===== config.mk =====
export PLATFORM = sky130hd
export DESIGN_NAME = dec_rr_arbiter
export DESIGN_NICKNAME = d
export VERILOG_FILES = /design/src/rtl/dec_rr_arbiter.sv
export SDC_FILE = /design/constraint.sdc
export NUM_CORES = 1
export LEC_CHECK = 0
export ABC_AREA = 1
export ABC_CLOCK_PERIOD_IN_PS = 3000
export CAP_MARGIN = 5
export CORE_UTILIZATION = 45
export CTS_CLUSTER_DIAMETER = 100
export DETAILED_ROUTE_END_ITERATION = 8
export GPL_TIMING_DRIVEN = 0
export PLACE_DENSITY = 0.74
export SLEW_MARGIN = 15
export SYNTH_ARGS = -nofsm -noshare
export SYNTH_HDL_FRONTEND = slang
export SYNTH_SLANG_ARGS = --single-unit

===== constraint.sdc =====
create_clock -name clk -period 3 [get_ports clk]
set_input_delay 0.45 -clock clk [delete_from_list [all_inputs] [get_ports clk]]
set_output_delay 0.45 -clock clk [all_outputs]
set_load 0.01 [all_outputs]

===== src/rtl/dec_rr_arbiter.sv =====
// Round-robin arbiter owning the select/enable of a shared 3-to-8 decoder.
// Optional forced release after MAX_HOLD grant cycles: define DEC_ARB_TIMEOUT_EN.
module dec_rr_arbiter #(
    parameter int unsigned MAX_HOLD = 16
) (
    input  logic       clk,
    input  logic       rst,
    input  logic [7:0] req,
    output logic [2:0] sel,
    output logic       en,
    output logic [7:0] gnt,
    output logic       busy,
    output logic       timeout
);

    if (MAX_HOLD < 2 || MAX_HOLD > 255) begin : g_bad_max_hold
        $error("dec_rr_arbiter: MAX_HOLD must be within 2..255");
    end

    typedef enum logic {
        IDLE  = 1'b0,
        GRANT = 1'b1
    } state_t;

    state_t     state, state_nx;
    logic [2:0] ptr, ptr_nx;
    logic [2:0] sel_nx;
    logic [2:0] win;
    logic       found;

    // First requester after ptr, wrapping modulo 8; ptr itself is checked last.
    always_comb begin
        found = 1'b0;
        win   = ptr;
        for (int i = 1; i <= 8; i++) begin
            logic [2:0] idx;
            idx = ptr + 3'(i);
            if (!found && req[idx]) begin
                found = 1'b1;
                win   = idx;
            end
        end
    end

`ifdef DEC_ARB_TIMEOUT_EN
    localparam logic [7:0] HOLD_LAST = 8'(MAX_HOLD - 1);

    logic [7:0] hold_cnt, hold_nx;
    logic       timeout_q, timeout_nx;

    always_comb begin
        state_nx   = state;
        sel_nx     = sel;
        ptr_nx     = ptr;
        hold_nx    = hold_cnt;
        timeout_nx = 1'b0;
        case (state)
            IDLE: begin
                if (found) begin
                    state_nx = GRANT;
                    sel_nx   = win;
                    ptr_nx   = win;
                    hold_nx  = 8'd0;
                end
            end
            GRANT: begin
                hold_nx = (hold_cnt == 8'hFF) ? hold_cnt : hold_cnt + 8'd1;
                if (!req[sel]) begin
                    state_nx = IDLE;
                end else if (hold_cnt == HOLD_LAST) begin
                    state_nx   = IDLE;
                    timeout_nx = 1'b1;
                end
            end
            default: state_nx = IDLE;
        endcase
    end

    always_ff @(posedge clk) begin
        if (rst) begin
            hold_cnt  <= 8'd0;
            timeout_q <= 1'b0;
        end else begin
            hold_cnt  <= hold_nx;
            timeout_q <= timeout_nx;
        end
    end

    assign timeout = timeout_q;
`else
    always_comb begin
        state_nx = state;
        sel_nx   = sel;
        ptr_nx   = ptr;
        case (state)
            IDLE: begin
                if (found) begin
                    state_nx = GRANT;
                    sel_nx   = win;
                    ptr_nx   = win;
                end
            end
            GRANT: begin
                if (!req[sel]) state_nx = IDLE;
            end
            default: state_nx = IDLE;
        endcase
    end

    assign timeout = 1'b0;
`endif

    always_ff @(posedge clk) begin
        if (rst) begin
            state <= IDLE;
            sel   <= 3'd0;
            ptr   <= 3'd7;
        end else begin
            state <= state_nx;
            sel   <= sel_nx;
            ptr   <= ptr_nx;
        end
    end

    assign en   = (state == GRANT);
    assign busy = en;
    assign gnt  = en ? (8'b1 << sel) : 8'b0;

endmodule


; ---- After elaboration in Yosys (flattened, before gate mapping)
; Index checks and enable logic that the tools add are counted.
[totals]
rom_bits = 0
ramBits = 0
elab_cells = 74
ff_bits = 7
out_inout_bits = 14
inputBits = 10
latchBits = 0
n_memories = 0
[classes]
n_mul = 0
div = 0
reduce_logical = 15
order_cmp = 9
bitwise_logic = 1
mux = 38
n_shift = 1
eq_ne = 0
n_addsub = 7
[ops]
columns = op, n
row1 = less-than comparator 3 x 4 -> 1 bit (second input constant), 9
row2 = binary-select mux 1 bit (select 3 bit), 9
row3 = two-way mux 3 bit, 8
row4 = two-way mux 1 bit, 19
row5 = adder 3 bit (second input constant), 4
row6 = two-way mux 8 bit, 1
row7 = << shifter 1 x 3 -> 8 bit (first input constant), 1
row8 = logical AND 1 bit, 7
row9 = logical NOT 1 bit, 7
row10 = adder 3 x 2 -> 3 bit (second input constant), 2
row11 = adder 3 x 1 -> 3 bit (second input constant), 1
row12 = one-hot mux 1 bit (2 select lines), 1
row13 = AND reduction 2 bit, 1
row14 = inverter 1 bit, 1

; ---- Logic depth before layout (Yosys ltp)
[depth]
word_depth = 27
depth_mapped = 21
ltp_nobuf = 18

; ---- Worst setup path before layout
; No wires, ideal clock.
[synth_path]
kind = register to register
start = register ptr[0]
end = register ptr[0]
required_time_ns = 2.874
stages_incl_launch_ff = 18
t_arrival_ns = 2.147
setup_time_ns = 0.126
period_less_slack_ns = 2.273
path_slack_ns = 0.727
n_path_buf = 3
cell_sequence = dfxtp_1 > buf_6 > inv_6 > buf_8 > ha_1 > buf_2 > inv_1 > nand3_1 > nand3_2 > nand2_2 > nor2_4 > nand4_2 > nor2_2 > nand3_2 > nand2_4 > inv_2 > nand2_2 > o211ai_1
[synth_via]
elab_chain_cells = 26
elab_cells_between_ends = 54
cone_classes = add/sub: 7 / mux: 32 / reduce/logical: 15
[synth_lines]
columns = element, line_no
row1 = start: declaration, 26  ; logic [2:0] ptr, ptr_nx;
row2 = start signal: assignment, 121  ; ptr <= ptr_nx;
row3 = adder 3 x 1 -> 3 bit, 37  ; idx = ptr + 3'(i);
row4 = binary-select mux 1 bit (select 3 bit), 38  ; if (!found && req[idx]) begin
row5 = two-way mux 1 bit (implied by the code), 38
row6 = two-way mux 1 bit, 38
row7 = logical NOT 1 bit, 38
row8 = logical AND 1 bit, 38
row9 = two-way mux 1 bit, 38
row10 = logical NOT 1 bit, 38
row11 = [... 10 more ...], --
row12 = two-way mux 1 bit, 38
row13 = logical NOT 1 bit, 38
row14 = logical AND 1 bit, 38
row15 = two-way mux 1 bit, 38
row16 = logical NOT 1 bit, 38
row17 = logical AND 1 bit, 38
row18 = two-way mux 1 bit, 38
row19 = AND reduction 2 bit (no source line), --
; Several ways; a longest one is shown, not always the timed one. The select of a mux whose other input is x is not followed.
; A chain may end at the register's enable or synchronous reset.

; ---- Final worst setup path
[layout_path]
start = register ptr[0]
end = register ptr[2]
; Same word-level chain as after synthesis.

==> impl_results.md <==
- Die area: 0.00277 mm2
- Initial antenna violation count: 0
- Hold endpoint: sel[2]$_SDFFE_PP0P_
- Async S/R FF share, synth: 0%
- Post-Synthesis Cell Area: 0.00115 mm2
- EDFF count, synth: 0
- Post-synth top cells: 71 x nand2_1, 24 x nand3_1, 22 x inv_1, 20 x nor2_1, 8 x nand3_2
- Routed WL: 2.91 mm
- Vias per cell: 5.17
- Post-DP HPWL: 2.48 mm
- Clock Path Buffers: 2
- DP Area: 0.00141 mm2
- Period Utilization, post-route: 87.5%
- Hold-fix buffers, CTS: 0
- Register area share after synthesis: 12.1%
- Vias in the first global route: 1,234
- Setup WS post-layout: 0.374 ns
- CTS resizes: 0
- Clock Skews: 0.00240 ns
- Inst Count DP: 255
- Area delta synth->final: 24.4%
- Row count: 17
- Reg2reg start: ptr[0]$_SDFFE_PP1P_
- Layout Utilization: 62.0%
- Global-route wire length before repair: 5.06 mm
- WHS Path Cells: 2
- PortBufs: 22
- M3 GR Usage: 1.74%
- LEAKAGE: 0.740 nW
- Initial DRC count: 46
- Design Area, Final: 0.00144 mm2
- Top Usage Layer GRT: met2
- Main flop type after synthesis: dfxtp_1
- Yosys cell types: 32
- Reg2reg setup slack: 0.37 ns
- Die Y: 52.7 um
- Crit path capture type: flop
- Fill cells: 217
- Largest net degree at the start of global routing: 11
- Met2 Track Usage GR: 42.2%
- Setup Fix Bufs, Post-CTS: 0
- Mapped Cells: 205
- Synth top area cells: nand2_1 23%, dfxtp_1 12%, nand3_1 10%
- Reg2Reg Depth: 19
- Power per cell area: 1260 mW/mm2
- Layout Cells excl Fill: 259
- DRT Pass-1 Iters: 4
- Starting Density: 49.8%
- Met1 usage: 31.7%
- Gr ovfl total: 0
- Synth Net Count: 217
- Power, Total: 1.80 mW
- Clk sink count: 7
- Clock Root Buffer: clkbuf_4
- Fraction of layout cells with a size suffix above 1: 17.7%
- Critical path data required time: 3.12 ns
- Wire per inst: 11.2 um
- Final ANT Viol Nets: 0
- Multi-input combinational cell area: 843 um2
- Nets: 244
- Top-area cell type share of the netlist area: 23.1%
- Max-slew violation count: 0
- Yosys top cell by area: nand2_1
- Via count: 1,338
- Routability cong.: 0.923
- Fmax: 381 MHz
- Hold path start: sel[2]$_SDFFE_PP0P_
- Clk slew on worst S/H paths: 0.05 ns
- Most common cell in the netlist: nand2_1
- DRC Markers: 0
- Crit path DAT: 2.75 ns
- Final setup viols: 0
- Worst slack, placed: 0.416 ns
- IO Pins: 24
- Outcome: finished clean
- Worst VDD drop: 0.924 mV
- Critical path type: flop to flop
- RSZ-0062 raised after global routing: no
- Diode count: 0
- Final hold vios: 0
- Crit start category: flop
- Reg area: 140 um2
- Hold slack: 0.523 ns
- CTS tree: built
- Overall routing resource usage: 23.9%
- Clock Latency Late Sink: 0.24 ns
- Mapped Avg Cell Area: 5.63 um2
- Die X: 52.7 um
- Core area: 0.00232 mm2
- Minimum clock period after layout: 2.63 ns
- Yosys warns: 0
- Final setup TNS: 0 ns
- Yosys reg bits: 7
- Max_cap viols: 0
- H-tree levels: 1
- Cts bufs inserted: 3
- FF-to-FF End: ptr[2]$_SDFFE_PP1P_
- HP Class: flop to flop
- Worst-path fanout max: 10
logic make-up after synthesis:
logic type / count (synthesis) / synth area share [%]
XOR/XNOR: 2 / 2.17
AO/OA/AOI/OAI: 18 / 10.4
buffers and inverters: 36 / 14.8
AND/OR/NAND/NOR: 139 / 58.0
flip-flops: 7 / 12.1
adder cells (fa/ha/maj): 2 / 2.17
other: 1 / 0.325
power breakdown:
| group | total, mW | switching [mW] | internal (mW) |
|---|---|---|---|
| Sequential | 0.167 | 0.0389 | 0.128 |
| Combinational | 1.55 | 1.02 | 0.540 |
| Clock | 0.0818 | 0.0313 | 0.0505 |
final cells by class:
type | count | share of cell area [%]
inverters | 30 | 8.19
clock buffers | 4 | 1.83
multi-input cells | 162 | 58.7
plain buffers | 6 | 3.75
repair buffers | 22 | 15.3
flip-flops and latches | 7 | 9.76
well taps | 28 | 2.44
per-layer routing:
layer / wire [um] / part of all wire [%] / vias to the layer above
li1: - / - / 715
met1: 1420 / 49 / 597
met2: 1410 / 48 / 26
met3: 86 / 3.0 / 0
met4: 0 / 0 / 0
met5: 0 / 0 / -
flip-flops by register name, indices dropped and copies added (netlist names):
signal / count
ptr: 3
sel: 3
busy: 1
critical path, cell delays in order, from the launching register on:
cell and delay (ns):
dfxtp_1 0.34, buf_6 0.16, inv_6 0.05, buf_8 0.13, ha_1 0.28, buf_2 0.18, inv_1 0.13, nand3_1 0.13
nand2_1 0.08, nand2_1 0.05, nand2_1 0.17, inv_1 0.11, o22ai_1 0.16, o21ai_0 0.11, nand2_1 0.07, nand2_1 0.04
nand2_1 0.06, nand2_1 0.07, nand2_1 0.08, o211ai_1 0.09
placed cells by master, fill, tap and decap left out, drive strengths merged:
cell type      count
a21oi              4
a22oi              2
a31oi              2
buf                6
clkbuf             4
clkdlybuf4s50     22
clkinv             1
conb               1
dfxtp              7
ha                 2
inv               29
nand2             79
nand3             32
nand4              4
nor2              23
o2111ai            1
o211ai             4
o21ai              4
o22ai              1
or2                1
xnor2              1
xor2               1
how the worst max path moves through the flow:
stage / from / end / slack, ns / depth (start not counted)
6_report: ptr[0]$_SDFFE_PP1P_ / ptr[2]$_SDFFE_PP1P_ / 0.37 / 19
3_5_place_dp: ptr[0]$_SDFFE_PP1P_ / ptr[2]$_SDFFE_PP1P_ / 0.42 / 19
5_1_grt: ptr[1]$_SDFFE_PP1P_ / ptr[0]$_SDFFE_PP1P_ / 0.12 / 17
3_3_place_gp: ptr[0]$_SDFFE_PP1P_ / ptr[2]$_SDFFE_PP1P_ / 0.45 / 18
2_1_floorplan: ptr[0]$_SDFFE_PP1P_ / ptr[0]$_SDFFE_PP1P_ / 0.73 / 17
4_1_cts: ptr[0]$_SDFFE_PP1P_ / ptr[2]$_SDFFE_PP1P_ / 0.40 / 19
(Power assumes the default switching activity.)
